$ cat src/rtl/inst_fetch_stage.sv
// Instruction-fetch stage: owns the PC, drives the I-cache word address, fills IF/ID.
// Latency: one cycle from icache_rdata valid to IF/ID valid; 1 instr/cycle on hits.
// Backpressure: icache_stall and id_stall freeze the PC; redirects override id_stall.
module inst_fetch_stage #(
   parameter logic [31:0] RESET_PC = 32'h0000_0000
) (
   input  logic        i_clk,
   input  logic        i_rst_n,
   output logic        o_icache_read,
   output logic        o_icache_write,
   output logic [29:0] o_icache_addr,
   input  logic [31:0] i_icache_rdata,
   input  logic        i_icache_stall,
   input  logic        i_id_stall,
   input  logic        i_redirect_valid,
   input  logic [31:0] i_redirect_pc,
   output logic        o_ifid_valid,
   output logic [31:0] o_ifid_pc,
   output logic [31:0] o_ifid_inst
);

   // RUN: normal fetch; MISS: waiting on refill of the current PC;
   // DRAIN: waiting on a refill whose word is wrong-path and will be dropped.
   typedef enum logic [1:0] {
      S_RUN   = 2'd0,
      S_MISS  = 2'd1,
      S_DRAIN = 2'd2
   } state_t;

   state_t      r_state;
   logic [31:0] r_pc;
   logic [31:0] r_pend_pc;
   logic        r_ifid_valid;
   logic [31:0] r_ifid_pc;
   logic [31:0] r_ifid_inst;

   logic [31:0] w_pc_inc;
   logic [31:0] w_inst_swap;

   // Sequential PC increment wraps naturally at 2^32.
   assign w_pc_inc    = r_pc + 32'd4;
   // Cache returns words byte-reversed relative to instruction order.
   assign w_inst_swap = {i_icache_rdata[7:0],   i_icache_rdata[15:8],
                         i_icache_rdata[23:16], i_icache_rdata[31:24]};

   // Reads are requested continuously whenever the block is out of reset.
   assign o_icache_read  = i_rst_n;
   assign o_icache_write = 1'b0;
   assign o_icache_addr  = r_pc[31:2];
   assign o_ifid_valid   = r_ifid_valid;
   assign o_ifid_pc      = r_ifid_pc;
   assign o_ifid_inst    = r_ifid_inst;

   // Fetch FSM: PC, pending redirect target and IF/ID register all updated here.
   // The PC is only written on cycles with icache_stall=0, keeping the cache address stable during refills.
   always_ff @(posedge i_clk or negedge i_rst_n) begin
      if (!i_rst_n) begin
         r_state      <= S_RUN;
         r_pc         <= RESET_PC;
         r_pend_pc    <= 32'd0;
         r_ifid_valid <= 1'b0;
         r_ifid_pc    <= 32'd0;
         r_ifid_inst  <= 32'd0;
      end else begin
         case (r_state)
            S_RUN: begin
               if (i_redirect_valid && !i_icache_stall) begin
                  r_pc         <= i_redirect_pc;
                  r_ifid_valid <= 1'b0;
               end else if (i_redirect_valid) begin
                  r_pend_pc    <= i_redirect_pc;
                  r_ifid_valid <= 1'b0;
                  r_state      <= S_DRAIN;
               end else if (i_icache_stall) begin
                  r_state <= S_MISS;
                  if (!i_id_stall) begin
                     r_ifid_valid <= 1'b0;
                  end
               end else if (!i_id_stall) begin
                  r_ifid_valid <= 1'b1;
                  r_ifid_pc    <= r_pc;
                  r_ifid_inst  <= w_inst_swap;
                  r_pc         <= w_pc_inc;
               end
            end
            S_MISS: begin
               if (i_redirect_valid && i_icache_stall) begin
                  r_pend_pc    <= i_redirect_pc;
                  r_ifid_valid <= 1'b0;
                  r_state      <= S_DRAIN;
               end else if (i_redirect_valid) begin
                  // Refill finished on the old path; its word is dropped.
                  r_pc         <= i_redirect_pc;
                  r_ifid_valid <= 1'b0;
                  r_state      <= S_RUN;
               end else if (i_icache_stall) begin
                  if (!i_id_stall) begin
                     r_ifid_valid <= 1'b0;
                  end
               end else if (i_id_stall) begin
                  // Line is now resident; the same PC hits again next cycle.
                  r_state <= S_RUN;
               end else begin
                  r_ifid_valid <= 1'b1;
                  r_ifid_pc    <= r_pc;
                  r_ifid_inst  <= w_inst_swap;
                  r_pc         <= w_pc_inc;
                  r_state      <= S_RUN;
               end
            end
            S_DRAIN: begin
               r_ifid_valid <= 1'b0;
               if (i_redirect_valid) begin
                  r_pend_pc <= i_redirect_pc;
               end
               if (!i_icache_stall) begin
                  r_pc    <= i_redirect_valid ? i_redirect_pc : r_pend_pc;
                  r_state <= S_RUN;
               end
            end
            default: begin
               r_state <= S_RUN;
            end
         endcase
      end
   end

endmodule

$ cat config.mk
export PLATFORM = sky130hd
export DESIGN_NAME = inst_fetch_stage
export DESIGN_NICKNAME = d
export VERILOG_FILES = /design/src/rtl/inst_fetch_stage.sv
export SDC_FILE = /design/constraint.sdc
export NUM_CORES = 1
export LEC_CHECK = 0
export CAP_MARGIN = 15
export CORE_MARGIN = 3
export CORE_UTILIZATION = 47
export CTS_BUF_LIST = sky130_fd_sc_hd__clkbuf_8
export CTS_CLUSTER_DIAMETER = 50
export DETAILED_ROUTE_END_ITERATION = 6
export PLACE_DENSITY = 0.84
export SLEW_MARGIN = 20
export SYNTH_ARGS = -nofsm -noshare
export SYNTH_HDL_FRONTEND = slang
export SYNTH_SLANG_ARGS = --single-unit
$ cat constraint.sdc
create_clock -name i_clk -period 5.7 [get_ports i_clk]
set_input_delay 0.855 -clock i_clk [delete_from_list [all_inputs] [get_ports i_clk]]
set_output_delay 0.855 -clock i_clk [all_outputs]
set_load 0.005 [all_outputs]
* Word-level counts from Yosys, hierarchy flattened
Cells that the tools add are included.
** Operators by class
- Add/sub/neg operators :: 1
- Reductions and logical operators :: 10
- Equality and inequality tests :: 8
- Muxes and demuxes :: 38
** Operators with widths (count)
- $mux 32 :: 20
- $pmux 32 s3 :: 2
- $pmux 32 s2 :: 2
- $add 32x3->32 const B :: 1
- $mux 2 :: 6
- $ne 2x2->1 const B :: 4
- $mux 1 :: 6
- $ne 3x3->1 const B :: 2
- $pmux 2 s3 :: 1
- $reduce_and 3->1 :: 2
- $reduce_and 4->1 :: 1
- $pmux 1 s3 :: 1
- $reduce_bool 3->1 :: 1
- $eq 2x1->1 const B :: 1
- $eq 2x2->1 const B :: 1
- $logic_and 1x1->1 :: 2
- $logic_not 2->1 :: 1
- $reduce_and 2->1 :: 1
- $reduce_bool 2->1 :: 1
- $logic_not 1->1 :: 1
** Word-level totals
- Register bits after elaboration :: 131
- Output and inout bits :: 97
- Input bits :: 69

* Longest topological paths before layout
- Depth in word-level cells :: 6
- Gate-level depth with buffers :: 10

* Worst setup path before layout
Ideal clock, no wire load.
- Kind :: input-to-reg
- Start point :: input port i_icache_stall
- End point :: register r_pc[20]
- Cell stages on the path :: 6
- Setup slack :: 3166 ps
- Buffers on the path :: 1
- Data arrival time :: 2447 ps
- Data required time :: 5613 ps
- Cells stage by stage :: buf_6 > or3b_4 > nor4_4 > nand3_2 > o31a_1 > a211oi_2
** Between the ends
- Word-level cells in the longest chain between the ends :: 4
** Ends and longest elaborated chain
- start, declared :: RTL line 13 : input logic i_icache_stall,
- $mux 32 / $logic_not 1->1 (equally long branches)
- $mux 32 (tied with other cells) (2 in a row)
- $pmux 32 s3 / $reduce_and 4->1 (equally long branches)
- end signal, assigned :: RTL line 68 : r_pc <= i_redirect_pc;
- end signal, assigned :: RTL line 83 : r_pc <= w_pc_inc;
- end signal, assigned :: RTL line 93 : r_pc <= i_redirect_pc;
- end, declared :: RTL line 31 : logic [31:0] r_pc;
Parallel ways exist; a longest one is shown, timed or not. The select of a mux whose other input is x is not followed.
A chain may end at the register's enable or synchronous reset.

* Worst setup path in the final report
- Start point :: input port i_icache_stall
- End point :: register r_pc[12]
The elaborated chain is that of the path after synthesis.

==> metrics.csv <==
stage;metric;value;unit
run_status;outcome;completed;
synth;synthArstFlopShare;100.0;%
timing;setup_viol;0;
setup_path;r2r_cells;8;
setup_path;arrival;3.51;ns
cts;clock_sinks;131;
synth;synth_edf_count;0;
power_and_ir_drop;internal_power;3235;µW
setup_path;rr_startpoint;r_state[0];
run;max_cap_violations;0;
routing;dr.pass1.iters;6;
cts;cts_root_buf;clkbuf_8;
timing;maxClockFrequency;312.2;MHz
placement;gp_congestion;0.9249;
power_and_ir_drop;power;5323;µW
synth;yosys_most_used_dff;dfrtp_1;
die;rows;45;
synth;syn_area;0.007337;mm²
cts;clk_pin_slew_worst_paths;0.08;ns
cells_and_area;layout.nets;890;
routing;drt_iter0_markers;710;
global_route;grt_pass1_wl;32530;µm
cts;post_cts_resized;0;
routing;antenna_left;0;
synth;synth_top_family_by_area;compound AO/OA/AOI/OAI gates;
synth;ys_seq_area_share;44.68;%
routing;wl_per_cell;20.02;µm
die;start_util;48.09;%
global_route;overflow;0;
placement;io_buffers;164;
cells_and_area;syn_to_final_growth;26.30;%
power_and_ir_drop;switching_share;39.23;%
timing;tightest_slew;0.9845;ns
synth;ys_ff_latch;131;
timing;rsz0062_at_grt;no;
setup_path;crit_path_start_kind;primary input;
synth;synth.area.top_cells;dfrtp_1, mux2_2, buf_4;
power_and_ir_drop;clkPwrFrac;14.1;%
timing;fin_crit_sh;56.19;%
synth;synthAdderAreaFrac;1.023;%
power_and_ir_drop;p_per_area;574.5;mW/mm²
setup_path;critPathCaptureType;register;
setup_path;rr_endpoint;r_pc[15];
die;pin_count;166;
timing;fin_setup_tns;0;ns
placement;detailed_place_hpwl;14240;µm
power_and_ir_drop;p_seq_share;34.4;%
die;die_width;130.9;µm
die;core-area;0.01526;mm²
global_route;grt_max_degree;69;
synth;synth-xor-area-share;0.9550;%
synth;synthDistinctLibCells;78;
timing;slew_viol_final;0;
synth;syn-num-nets;779;
synth;yosys_warnings;0;
synth;synth_simple_gate_area_share;11.46;%
power_and_ir_drop;p_leak;0.003647;µW
min_path;min_path_type;in2async;
synth;syn_inst;704;
routing;drc;0;
timing;finClkSkew;0.01161;ns
setup_path;crit_required;6.01;ns
global_route;grt_pass1_vias;6211;
routing;via_count;6522;
cts;insertion_delay;0.44;ns
setup_path;critPathKind;in2reg;
global_route;grt_use_total;24.21;%
cells_and_area;drive_above_1_share;18.00;%
timing;final_hold_viol_count;0;
cts;cts_tree;yes;
die;die_h;130.9;µm
synth;synth_top_area_share;44.68;%
cts;cts_buffers;17;
setup_path;crit_start;i_icache_stall;
power_and_ir_drop;p_switching;2088;µW
cts;cts_buffer_depth;2;
die;die_area;0.01715;mm²
global_route;antenna_found_initial;0;
power_and_ir_drop;peakVddDrop;0.4395;mV
cells_and_area;antenna_cells;0;
power_and_ir_drop;p_comb_share;51.5;%
setup_path;crit_fanout;19;
routing;routed_wl;20800;µm
synth;avgSynthCellArea;10.42;µm²
cts;htreeDepth;4;
cts;cts_hold_buf;0;
setup_path;r2r_slack;2.57;ns
timing;slew_headroom;34.12;%
routing;via_per_inst;6.277;
setup_path;critPathCapture;r_pc[12];
synth;synth_top_cell_by_area;dfrtp_1;
cts;postCtsSetupBuffers;0;
synth;synthMuxAreaShare;15.72;%
timing;period_needed;3.203;ns
synth;synth-compound-area-share;19.29;%
-- cell families after synthesis --
family	Yosys count
multiplexers	103
AO/OA/AOI/OAI	203
XOR/XNOR	8
AND/OR/NAND/NOR	157
flip-flops	131
adder cells (fa/ha/maj)	6
buffers and inverters	95
other	1
-- layout make-up --
class / instances / area (µm²)
Clock buffer: 19 / 261.5
Sequential cell: 131 / 3278
Clock inverter: 13 / 112.6
Tap cell: 211 / 264.0
Timing Repair Buffer: 177 / 1740
Inverter: 10 / 37.54
Fill cell: 1260 / 5992
Multi-Input combinational cell: 478 / 3572
-- through the flow --
stage          area, µm²  worst slack [ns]  hold slack, ns  util (%)  cells
6_report            9266             2.497          0.4026     60.73   1039
4_1_cts             9266             2.631          0.4023     60.73   1039
3_3_place_gp        8892             2.224          0.4677     58.28   1007
5_1_grt             9266             2.342          0.4128     60.73   1039
3_5_place_dp        8892             2.159          0.4783     58.28   1007
2_1_floorplan       7337             3.166          0.4444         -    704
-- per-layer routing --
metal  up-vias  share of wire [%]  routed length, µm  track usage, %
met4         0                2.6                537           10.71
li1       2852                  -                  -               -
met5         -                  0                  0               0
met2       378                 49              10200           38.14
met1      3233                 39               8190           31.64
met3        59                9.0               1868           6.057
-- how the worst min path moves through the flow --
stage | slack [ns] | depth (start not counted) | start | to
floorplan | 0.44 | 2 | r_pc[0] | r_pc[0]
global placement | 0.47 | 2 | r_pc[0] | r_pc[0]
detailed placement | 0.48 | 1 | o_ifid_inst[18] | o_ifid_inst[18]
CTS | 0.40 | 1 | i_rst_n | o_ifid_pc[21]
global route | 0.41 | 1 | i_rst_n | o_ifid_pc[21]
finish | 0.40 | 1 | i_rst_n | o_ifid_pc[21]
-- power groups by stage --
stage          clock network [µW]  logic, µW  registers [µW]
6_report                      749       2740            1830
5_1_grt                       801       2990            1900
4_1_cts                       772       2720            1820
3_5_place_dp                    0       2710            1840
3_3_place_gp                    0       2660            1810
2_1_floorplan                   0       1740            1710
-- critical path: stages --
cell,delay [ns]
clkdlybuf4s50_1,0.77
nor2b_1,0.77
nand2_1,0.44
or3_1,0.44
o221ai_1,0.10
o32ai_1,0.13
-- sequential cells by signal, summed over array words and instances, names as in the netlist --
register and flops:
o_ifid_inst 32, o_ifid_pc 32, r_pc 32, r_pend_pc 32, r_state 2, o_ifid_valid 1
-- cell usage in the layout (no fill, tap or decap), types with 6 or more instances in the layout --
cell / n
buf_4: 13
o22ai_1: 6
nand2_1: 35
a21oi_1: 31
ha_1: 6
and3_1: 7
nor2_1: 32
dfrtp_1: 131
nor3_1: 8
or3_1: 12
nand3_1: 20
mux2_2: 93
inv_1: 11
clkbuf_8: 19
o21ai_0: 40
o31ai_1: 8
a22o_1: 7
clkdlybuf4s50_1: 163
nand4_1: 10
a31oi_1: 16
a22oi_1: 11
a221oi_1: 12
-- synthesized netlist by cell type (3+ instances only) --
| cell | count |
|---|---|
| nor3_1 | 8 |
| o22a_1 | 3 |
| and3_1 | 7 |
| a31oi_1 | 16 |
| o211ai_1 | 4 |
| o31ai_1 | 8 |
| o32ai_1 | 4 |
| buf_4 | 32 |
| o221ai_1 | 5 |
| a221o_1 | 3 |
| clkbuf_1 | 37 |
| or3_1 | 12 |
| nand3_1 | 20 |
| mux2_1 | 5 |
| a21o_1 | 5 |
| a221oi_1 | 12 |
| inv_1 | 9 |
| nor2_1 | 32 |
| a211oi_1 | 5 |
| a32oi_1 | 4 |
| a2bb2oi_1 | 5 |
| nor4_1 | 3 |
| o21ai_0 | 40 |
| a22oi_1 | 11 |
| mux2_2 | 93 |
| and2_1 | 3 |
| dfrtp_1 | 131 |
| o41ai_1 | 4 |
| a21oi_1 | 32 |
| nor2b_1 | 5 |
| xor2_1 | 3 |
| nand4_1 | 10 |
| a22o_1 | 7 |
| nand2b_1 | 4 |
| nand2_1 | 35 |
| ha_1 | 6 |
| and4_1 | 4 |
| buf_2 | 12 |
| o21a_1 | 4 |
| xnor2_1 | 5 |
| o22ai_1 | 6 |
| mux2i_1 | 5 |
(Power assumes the default switching activity.)
